===== config.mk =====
export PLATFORM = sky130hd
export DESIGN_NAME = pc_fetch
export DESIGN_NICKNAME = d
export VERILOG_FILES = /design/src/rtl/pico_pkg.sv /design/src/rtl/pc_fetch_next.sv /design/src/rtl/pc_fetch.sv
export SDC_FILE = /design/constraint.sdc
export NUM_CORES = 1
export LEC_CHECK = 0
export CAP_MARGIN = 10
export CORE_MARGIN = 3
export CORE_UTILIZATION = 30
export DETAILED_ROUTE_END_ITERATION = 8
export GPL_ROUTABILITY_DRIVEN = 0
export PLACE_DENSITY = 0.66
export SKIP_CTS_REPAIR_TIMING = 1
export SLEW_MARGIN = 30
export SYNTH_ARGS = -nofsm -noshare
export SYNTH_HDL_FRONTEND = slang
export SYNTH_HIERARCHICAL = 1
export SYNTH_SLANG_ARGS = --single-unit

===== constraint.sdc =====
create_clock -name clk_i -period 6 [get_ports clk_i]
set_input_delay 0.9 -clock clk_i [delete_from_list [all_inputs] [get_ports clk_i]]
set_output_delay 0.9 -clock clk_i [all_outputs]
set_load 0.005 [all_outputs]

===== src/rtl/pico_pkg.sv =====
// Shared types and defaults for the pico core: decoder next-PC modes and fetch FSM states.
package pico_pkg;

  localparam int PC_WIDTH_DEFAULT    = 8;
  localparam int INSTR_WIDTH_DEFAULT = 32;

  typedef enum logic [1:0] {
    INCREMENT = 2'd0,
    RELATIVE  = 2'd1,
    HALTCOUNT = 2'd2
  } modePC;

  typedef enum logic [1:0] {
    S_FETCH = 2'd0,
    S_EXEC  = 2'd1,
    S_HALT  = 2'd2
  } fetchState;

endpackage


===== src/rtl/pc_fetch_next.sv =====
// Combinational next-PC adder: increment, relative branch or hold, wrapping modulo 2^PC_WIDTH.
module pc_next
  import pico_pkg::*;
#(
  parameter int PC_WIDTH = PC_WIDTH_DEFAULT
) (
  input  logic [PC_WIDTH-1:0] pc,
  input  modePC               mode,
  input  logic [PC_WIDTH-1:0] offset,
  output logic [PC_WIDTH-1:0] next_pc
);

  // offset is already PC_WIDTH wide, so two's-complement addition is the sign extension
  always_comb begin
    next_pc = pc + PC_WIDTH'(1);
    case (mode)
      RELATIVE:  next_pc = pc + PC_WIDTH'(1) + offset;
      HALTCOUNT: next_pc = pc;
      default:   ;
    endcase
  end

endmodule


===== src/rtl/pc_fetch.sv =====
// PC and instruction-fetch stage of the pico core. Optional fetch watchdog: PICO_FETCH_TIMEOUT_EN.
module pc_fetch
  import pico_pkg::*;
#(
  parameter int                    PC_WIDTH      = PC_WIDTH_DEFAULT,
  parameter int                    INSTR_WIDTH   = INSTR_WIDTH_DEFAULT,
  parameter logic [PC_WIDTH-1:0]   RESET_PC      = '0,
  parameter int                    FETCH_TIMEOUT = 15
) (
  input  logic                   clk_i,
  input  logic                   rst_i,
  input  modePC                  mode_pc_i,
  input  logic [PC_WIDTH-1:0]    offset_i,
  input  logic                   halt_core_i,
  output logic                   imem_req_o,
  output logic [PC_WIDTH-1:0]    imem_addr_o,
  input  logic                   imem_ack_i,
  input  logic [INSTR_WIDTH-1:0] imem_data_i,
  output logic [INSTR_WIDTH-1:0] instr_o,
  output logic                   instr_valid_o,
  output logic [PC_WIDTH-1:0]    pc_o,
  output logic                   halted_o,
  output logic                   fetch_err_o,
  output fetchState              state_o
);

  // Handshake: imem_req_o stays high with imem_addr_o stable until a cycle in which
  // imem_ack_i is high; that cycle's imem_data_i is captured. Acks while req is low are ignored.

  fetchState             state, state_nxt;
  logic                  started;
  logic                  capture;
  logic                  advance;
  logic [PC_WIDTH-1:0]   next_pc;
`ifdef PICO_FETCH_TIMEOUT_EN
  localparam int CNT_W = $clog2(FETCH_TIMEOUT + 1);
  logic [CNT_W-1:0]      fetch_cnt;
  logic                  timeout;
`endif

  pc_next #(.PC_WIDTH(PC_WIDTH)) u_pc_next (
    .pc      (pc_o),
    .mode    (mode_pc_i),
    .offset  (offset_i),
    .next_pc (next_pc)
  );

  always_comb begin
    state_nxt     = state;
    imem_req_o    = 1'b0;
    instr_valid_o = 1'b0;
    capture       = 1'b0;
    advance       = 1'b0;
`ifdef PICO_FETCH_TIMEOUT_EN
    timeout       = 1'b0;
`endif
    case (state)
      S_FETCH: begin
        // started keeps req low for the first cycle after reset so stale acks are dropped
        if (started) begin
          imem_req_o = 1'b1;
          if (imem_ack_i) begin
            capture   = 1'b1;
            state_nxt = S_EXEC;
          end
`ifdef PICO_FETCH_TIMEOUT_EN
          else if (fetch_cnt == CNT_W'(FETCH_TIMEOUT - 1)) begin
            timeout   = 1'b1;
            state_nxt = S_HALT;
          end
`endif
        end
      end
      S_EXEC: begin
        instr_valid_o = 1'b1;
        if (halt_core_i || (mode_pc_i == HALTCOUNT)) begin
          state_nxt = S_HALT;
        end else begin
          advance   = 1'b1;
          state_nxt = S_FETCH;
        end
      end
      S_HALT:  ;
      default: state_nxt = S_FETCH;
    endcase
  end

  assign imem_addr_o = pc_o;
  assign state_o     = state;

  always_ff @(posedge clk_i or posedge rst_i) begin
    if (rst_i) begin
      state    <= S_FETCH;
      started  <= 1'b0;
      pc_o     <= RESET_PC;
      instr_o  <= '0;
      halted_o <= 1'b0;
    end else begin
      state   <= state_nxt;
      started <= 1'b1;
      if (capture) instr_o <= imem_data_i;
      if (advance) pc_o <= next_pc;
      if (state_nxt == S_HALT) halted_o <= 1'b1;
    end
  end

`ifdef PICO_FETCH_TIMEOUT_EN
  // Counts requested-but-unacknowledged cycles of the current fetch
  always_ff @(posedge clk_i or posedge rst_i) begin
    if (rst_i) begin
      fetch_cnt   <= '0;
      fetch_err_o <= 1'b0;
    end else begin
      if (state != S_FETCH || imem_ack_i) fetch_cnt <= '0;
      else if (started) fetch_cnt <= fetch_cnt + CNT_W'(1);
      if (timeout) fetch_err_o <= 1'b1;
    end
  end
`else
  logic unused_timeout;
  assign unused_timeout = ^FETCH_TIMEOUT;
  assign fetch_err_o    = 1'b0;
`endif

endmodule


==> run summary, run 1 <==
r2r worst-path depth: 10
Final Hold Vio Count: 0
initial DRC count: 54
max_slew headroom: 63.38%
die width: 94.74 um
vias: 1817
antenna violations before repair: 0
post-layout minimum cycle time: 2.904 ns
startpoint types: input port
Max-cap violations: 0
final wirelength: 5401 um
P_sw: 143.4 uW
unrepaired setup endpoints after global routing: false
most frequent cells in the layout: 98 x clkdlybuf4s50_1, 44 x dfrtp_1, 30 x mux2_1
GRT Overall Usage: 12.48%
Worst Path Required: 6.17 ns
largest net degree at the start of global routing: 45
Worst Max-Slew Pin Slew: 0.5493 ns
Post-Synthesis Cells: 195
Site Rows: 31
Seq pwr share: 43.1%
hpwl dp: 4142 um
GR Overflow Total: 0
mean post-synth cell area: 12.11 um2
Pwr Total: 706.9 uW
WHS Path Cells: 1
most common cell after layout, fill and taps aside: clkdlybuf4s50_1
Post-synth top flop: dfrtp_1
layout cell share with drive strength beyond 1: 8.741%
Sw Share: 20.29%
vias in the first global route: 1792
Data arrival, critical path: 3.08 ns
Mapped Nets: 253
full die area: 8975 um2
Critical R2R Capture: imem_addr_o[5]
HP Class: flop to flop
clk_skew: 0.006405 ns
Crit Reg-Reg Startpoint: imem_addr_o[0]
Post-synth EDFFs: 0
Seq/Total Area, Yosys: 46.61%
#FFs+latches synth: 44
Clock power frac: 43.4%
Num CTS Buffers: 5
core area: 7447 um2
# DRC: 0
Cell Area, Synth: 2362 um2
Fill cells: 719
Die H: 94.74 um
initial core utilization: 31.72%
IO buf count: 98
Final #Nets: 343
status: complete, no violations
H-tree depth: 2
root buffer cell: clkbuf_8
Combinational Power Share: 13.5%
Layout Area Growth over Synthesis: 48.83%
Fin Setup TNS: 0 ns
first-pass GRT wire length: 8887 um
maximum vdd ir drop: 0.0001640 V
WL/cell: 14.03 um
Leakage: 0.001609 uW
Critical Path Source: offset_i[0]
DR vias/cell: 4.719
Worst Path Max Fanout: 3
r2r setup slk: 3.36 ns
Worst-Skew Late Latency: 0.29 ns
fin crit share: 48.40%
I/O pin cnt: 100
CP Class: input port to flop
Synth cell types: 39
Slew Viols, Final: 0
ANT nets after route: 0
crit end category: flop
Async S/R FF share, synth: 100.0%
Pint: 563.5 uW
clk buf depth: 2
Pwr Density: 201.0 nW/um2
diode count: 0
# clock sinks: 44
FMAX: 344.4 MHz
Post-Route Utilization: 47.21%
1st-pass router iterations: 4
Final setup viols: 0
Synth warnings: 6
Worst-path clk slew: 0.08 ns
CP endpoint: imem_addr_o[6]
CTS tree: done
==> state kept, by name, summed over array words and instances (netlist names) <==
register and flops:
started 1, imem_addr_o 8, instr_o 32, halted_o 1
state_o 2
==> cells by family after synthesis <==
| family | after synthesis | share of synthesized area (%) |
|---|---|---|
| other cells | 2 | 0.3179 |
| xor+xnor | 9 | 3.337 |
| compound gates | 30 | 8.262 |
| fa+ha+maj | 12 | 6.674 |
| simple gates | 33 | 8.634 |
| flops | 44 | 46.61 |
| mux | 42 | 19.97 |
| buf+inv | 23 | 6.197 |
==> per-layer routing <==
| metal | wire length (um) | vias to the layer above | global-route usage [%] |
|---|---|---|---|
| met5 | 0 | - | 0 |
| met4 | 19 | 0 | 2.524 |
| met2 | 2611 | 72 | 20.85 |
| met1 | 2290 | 878 | 15.76 |
| met3 | 481 | 2 | 4.143 |
| li1 | - | 865 | - |
==> cell type report <==
| class | instances | area, um2 | area share, % |
|---|---|---|---|
| Clock buffer | 5 | 68.82 | 1.957 |
| Timing Repair Buffer | 99 | 988.4 | 28.11 |
| Tap cell | 99 | 123.9 | 3.523 |
| Multi-Input combinational cell | 128 | 1115 | 31.71 |
| Inverter | 7 | 28.78 | 0.8185 |
| Sequential cell | 44 | 1101 | 31.32 |
| Clock inverter | 3 | 90.09 | 2.562 |
==> synthesized netlist by cell type, types with 2 or more instances <==
| cell | count | area share (%) |
|---|---|---|
| dfrtp_1 | 44 | 47 |
| mux2_1 | 30 | 14 |
| ha_1 | 11 | 5.8 |
| mux2_2 | 11 | 5.2 |
| buf_4 | 10 | 3.2 |
| a21oi_1 | 7 | 1.5 |
| inv_1 | 7 | 1.1 |
| nor2_1 | 7 | 1.1 |
| nand2_1 | 6 | 0.95 |
| o21ai_0 | 5 | 1.1 |
| xnor2_1 | 5 | 1.9 |
| nand3_1 | 4 | 0.85 |
| xor2_1 | 4 | 1.5 |
| a211oi_1 | 3 | 0.95 |
| a221oi_1 | 3 | 1.1 |
| buf_6 | 3 | 1.4 |
| clkbuf_1 | 3 | 0.48 |
| nand3b_1 | 3 | 0.95 |
| o21ai_1 | 3 | 0.64 |
| a21o_1 | 2 | 0.64 |
| and3_1 | 2 | 0.53 |
| conb_1 | 2 | 0.32 |
| nand2b_1 | 2 | 0.53 |
| o211ai_1 | 2 | 0.64 |
| or4b_1 | 2 | 0.85 |
==> critical path, cell delays in order <==
cell,delay (ns)
clkdlybuf4s50_1,0.40
ha_1,0.24
fa_1,0.43
a211oi_1,0.35
o21bai_1,0.13
a21oi_1,0.18
or4b_1,0.13
nand3_1,0.05
mux2_2,0.26
==> per-stage QoR <==
step	std cells	hold WS [ns]	setup WS (ns)	cell area (um2)
2_1_floorplan	195	0.4778	3.403	2362
3_3_place_gp	377	0.4670	2.892	3354
3_5_place_dp	377	0.4737	2.828	3357
4_1_cts	385	0.4944	3.130	3516
5_1_grt	385	0.5063	2.949	3516
6_report	385	0.4869	3.096	3516
==> power by group through the flow <==
stage	clock network [uW]	registers, uW	logic [uW]
after floorplan	0	309	49.2
after global placement	0	310	95.3
after CTS	320	305	97.0
after detailed placement	0	310	96.1
final	307	304	95.7
after global routing	334	305	107
==> worst min-delay path by stage <==
stage                     start     endpoint  slack [ns]
global placement    instr_o[28]  instr_o[28]        0.47
CTS                  instr_o[1]   instr_o[1]        0.49
floorplan              halted_o     halted_o        0.48
global route        instr_o[18]  instr_o[18]        0.51
finish               instr_o[1]   instr_o[1]        0.49
detailed placement   instr_o[1]   instr_o[1]        0.47
Note: power is estimated with default switching activity, not from simulation.
==> run 2, diff against run 1 <==
==> constraint.sdc (replaced) <==
create_clock -name clk_i -period 2.7 [get_ports clk_i]
set_input_delay 0.405 -clock clk_i [delete_from_list [all_inputs] [get_ports clk_i]]
set_output_delay 0.405 -clock clk_i [all_outputs]
set_load 0.005 [all_outputs]
==> run 2 against run 1 <==
Effect of this change: sequential share of layout area up 0.21 points; global-route usage fell by 0.18 points; combinational power grew 130%; sequential power up 120%; hold slack improved by 0.0044 ns; critical endpoint is now imem_addr_o[5]; highest routed layer unchanged.
==> run summary, run 2 (same netlist as run 1, synthesis figures left out) <==
initial DRC count: 61 (+13%)
layout cell share with drive strength beyond 1: 9.655% (+0.91 points)
Num CTS Buffers: 5 (unchanged)
max_slew headroom: 62.53% (-0.85 points)
most frequent cells in the layout: 98 x clkdlybuf4s50_1, 44 x dfrtp_1, 30 x mux2_1
Final Hold Vio Count: 0 (unchanged)
largest net degree at the start of global routing: 45 (unchanged)
clk_skew: 0.005951 ns (-0.0004542 ns)
most common cell after layout, fill and taps aside: clkdlybuf4s50_1
CP endpoint: imem_addr_o[5]
status: complete, no violations
IO buf count: 98 (unchanged)
placed insts: 381 (+1.1%)
GR Overflow Total: 0 (unchanged)
# DRC: 0 (unchanged)
Most Crowded Layer GR: met2
CP Class: flop to flop
Slew Viols, Final: 0 (unchanged)
unrepaired setup endpoints after global routing: false
vias: 1797 (-1.1%)
initial core utilization: 31.72% (unchanged)
most flop-heavy register: instr_o
die width: 94.74 um (unchanged)
Fin Setup TNS: 0 ns (unchanged)
routing usage on met2: 19.79% (-1.1 points)
Final #Nets: 347 (+1.2%)
Worst-path clk slew: 0.08 ns (about the same)
I/O pin cnt: 100 (unchanged)
met3 GRT Util: 3.745% (-0.40 points)
r2r setup slk: 0.17 ns (-3.19 ns)
Worst Path Max Fanout: 3 (unchanged)
Site Rows: 31 (unchanged)
FMAX: 394.9 MHz
DR vias/cell: 4.620 (-2.1%)
M1 GR Usage: 16.39% (+0.63 points)
crit end category: flop
Critical R2R Capture: imem_addr_o[5]
# clock sinks: 44 (unchanged)
fin crit share: 93.79%
Finished Layout Cells: 389 (+1.0%)
hpwl dp: 4172 um (+0.74%)
first-pass GRT wire length: 8687 um (-2.3%)
Worst Path Required: 2.88 ns (-3.29 ns)
clk buf depth: 2 (unchanged)
post-layout minimum cycle time: 2.532 ns
maximum vdd ir drop: 0.0003071 V (+87%)
Data arrival, critical path: 2.71 ns (-0.37 ns)
full die area: 8975 um2 (unchanged)
Pwr Density: 398.6 nW/um2 (+98%)
Die H: 94.74 um (unchanged)
ANT nets after route: 0 (unchanged)
core area: 7447 um2 (unchanged)
H-tree depth: 2 (unchanged)
final wirelength: 5479 um (+1.4%)
Worst Max-Slew Pin Slew: 0.5621 ns (+0.01274 ns)
startpoint types: flop
CTS tree: done
Max-cap violations: 0 (unchanged)
Leakage: 0.001606 uW (-0.20%)
r2r worst-path depth: 10 (unchanged)
WL/cell: 14.08 um (+0.40%)
vias in the first global route: 1762 (-1.7%)
GRT Overall Usage: 12.31% (-0.18 points)
Layout Area Growth over Synthesis: 47.83%
Final setup viols: 0 (unchanged)
Pwr Total: 1392 uW (+97%)
diode count: 0 (unchanged)
antenna violations before repair: 0 (unchanged)
max reg flops: 32 (unchanged)
Crit Reg-Reg Startpoint: imem_addr_o[1]
Critical Path Source: imem_addr_o[1]
1st-pass router iterations: 4 (unchanged)
HP Class: flop to flop
root buffer cell: clkbuf_8
Worst-Skew Late Latency: 0.29 ns (about the same)
## run 2: where the power goes
group	internal [uW]	total, uW	switching (uW)
Sequential	665	674	9.68
Clock	275	497	222
Combinational	129	221	91.2
## run 2: final cells by class
cell class	count	area, um2
timing repair buffer	103	1018
inverter	7	26.28
clock inverter	2	35.03
multi-input combinational	128	1115
sequential	44	1101
tap	99	123.9
fill	714	3955
clock buffer	6	72.57
## run 2: worst min-delay path by stage
stage,from,endpoint,slack [ns],cells past startpoint
after floorplan,halted_o,halted_o,0.48,2
after CTS,instr_o[18],instr_o[18],0.50,1
after global placement,instr_o[16],instr_o[16],0.47,1
final,instr_o[6],instr_o[6],0.49,1
after detailed placement,instr_o[18],instr_o[18],0.47,1
after global routing,instr_o[17],instr_o[17],0.51,1
## run 2: routing by layer
metal,routed length (um),vias up
met3,422,2
met4,19,0
met2,2613,59
met1,2423,854
met5,0,-
li1,-,882
## run 2: through the flow
stage | hold WS, ns | utilization, % | instance area (um2) | setup slack [ns]
after floorplan | 0.4778 | - | 2362 | 0.3006
after global placement | 0.4665 | 45.45 | 3385 | 0.08374
after detailed placement | 0.4748 | 45.45 | 3385 | 0.01999
after CTS | 0.4956 | 46.89 | 3492 | 0.1718
after global routing | 0.5082 | 46.89 | 3492 | 0.01768
final | 0.4913 | 46.89 | 3492 | 0.1678
## run 2: worst max-delay path, stage by stage, from the launching register on
cell     delay, ns
dfrtp_1       0.36
ha_1          0.25
nand3_1       0.12
xnor2_1       0.28
ha_1          0.31
a21oi_1       0.14
o21ai_1       0.14
xor2_1        0.17
a221o_1       0.31
o21a_1        0.10
mux2_2        0.25
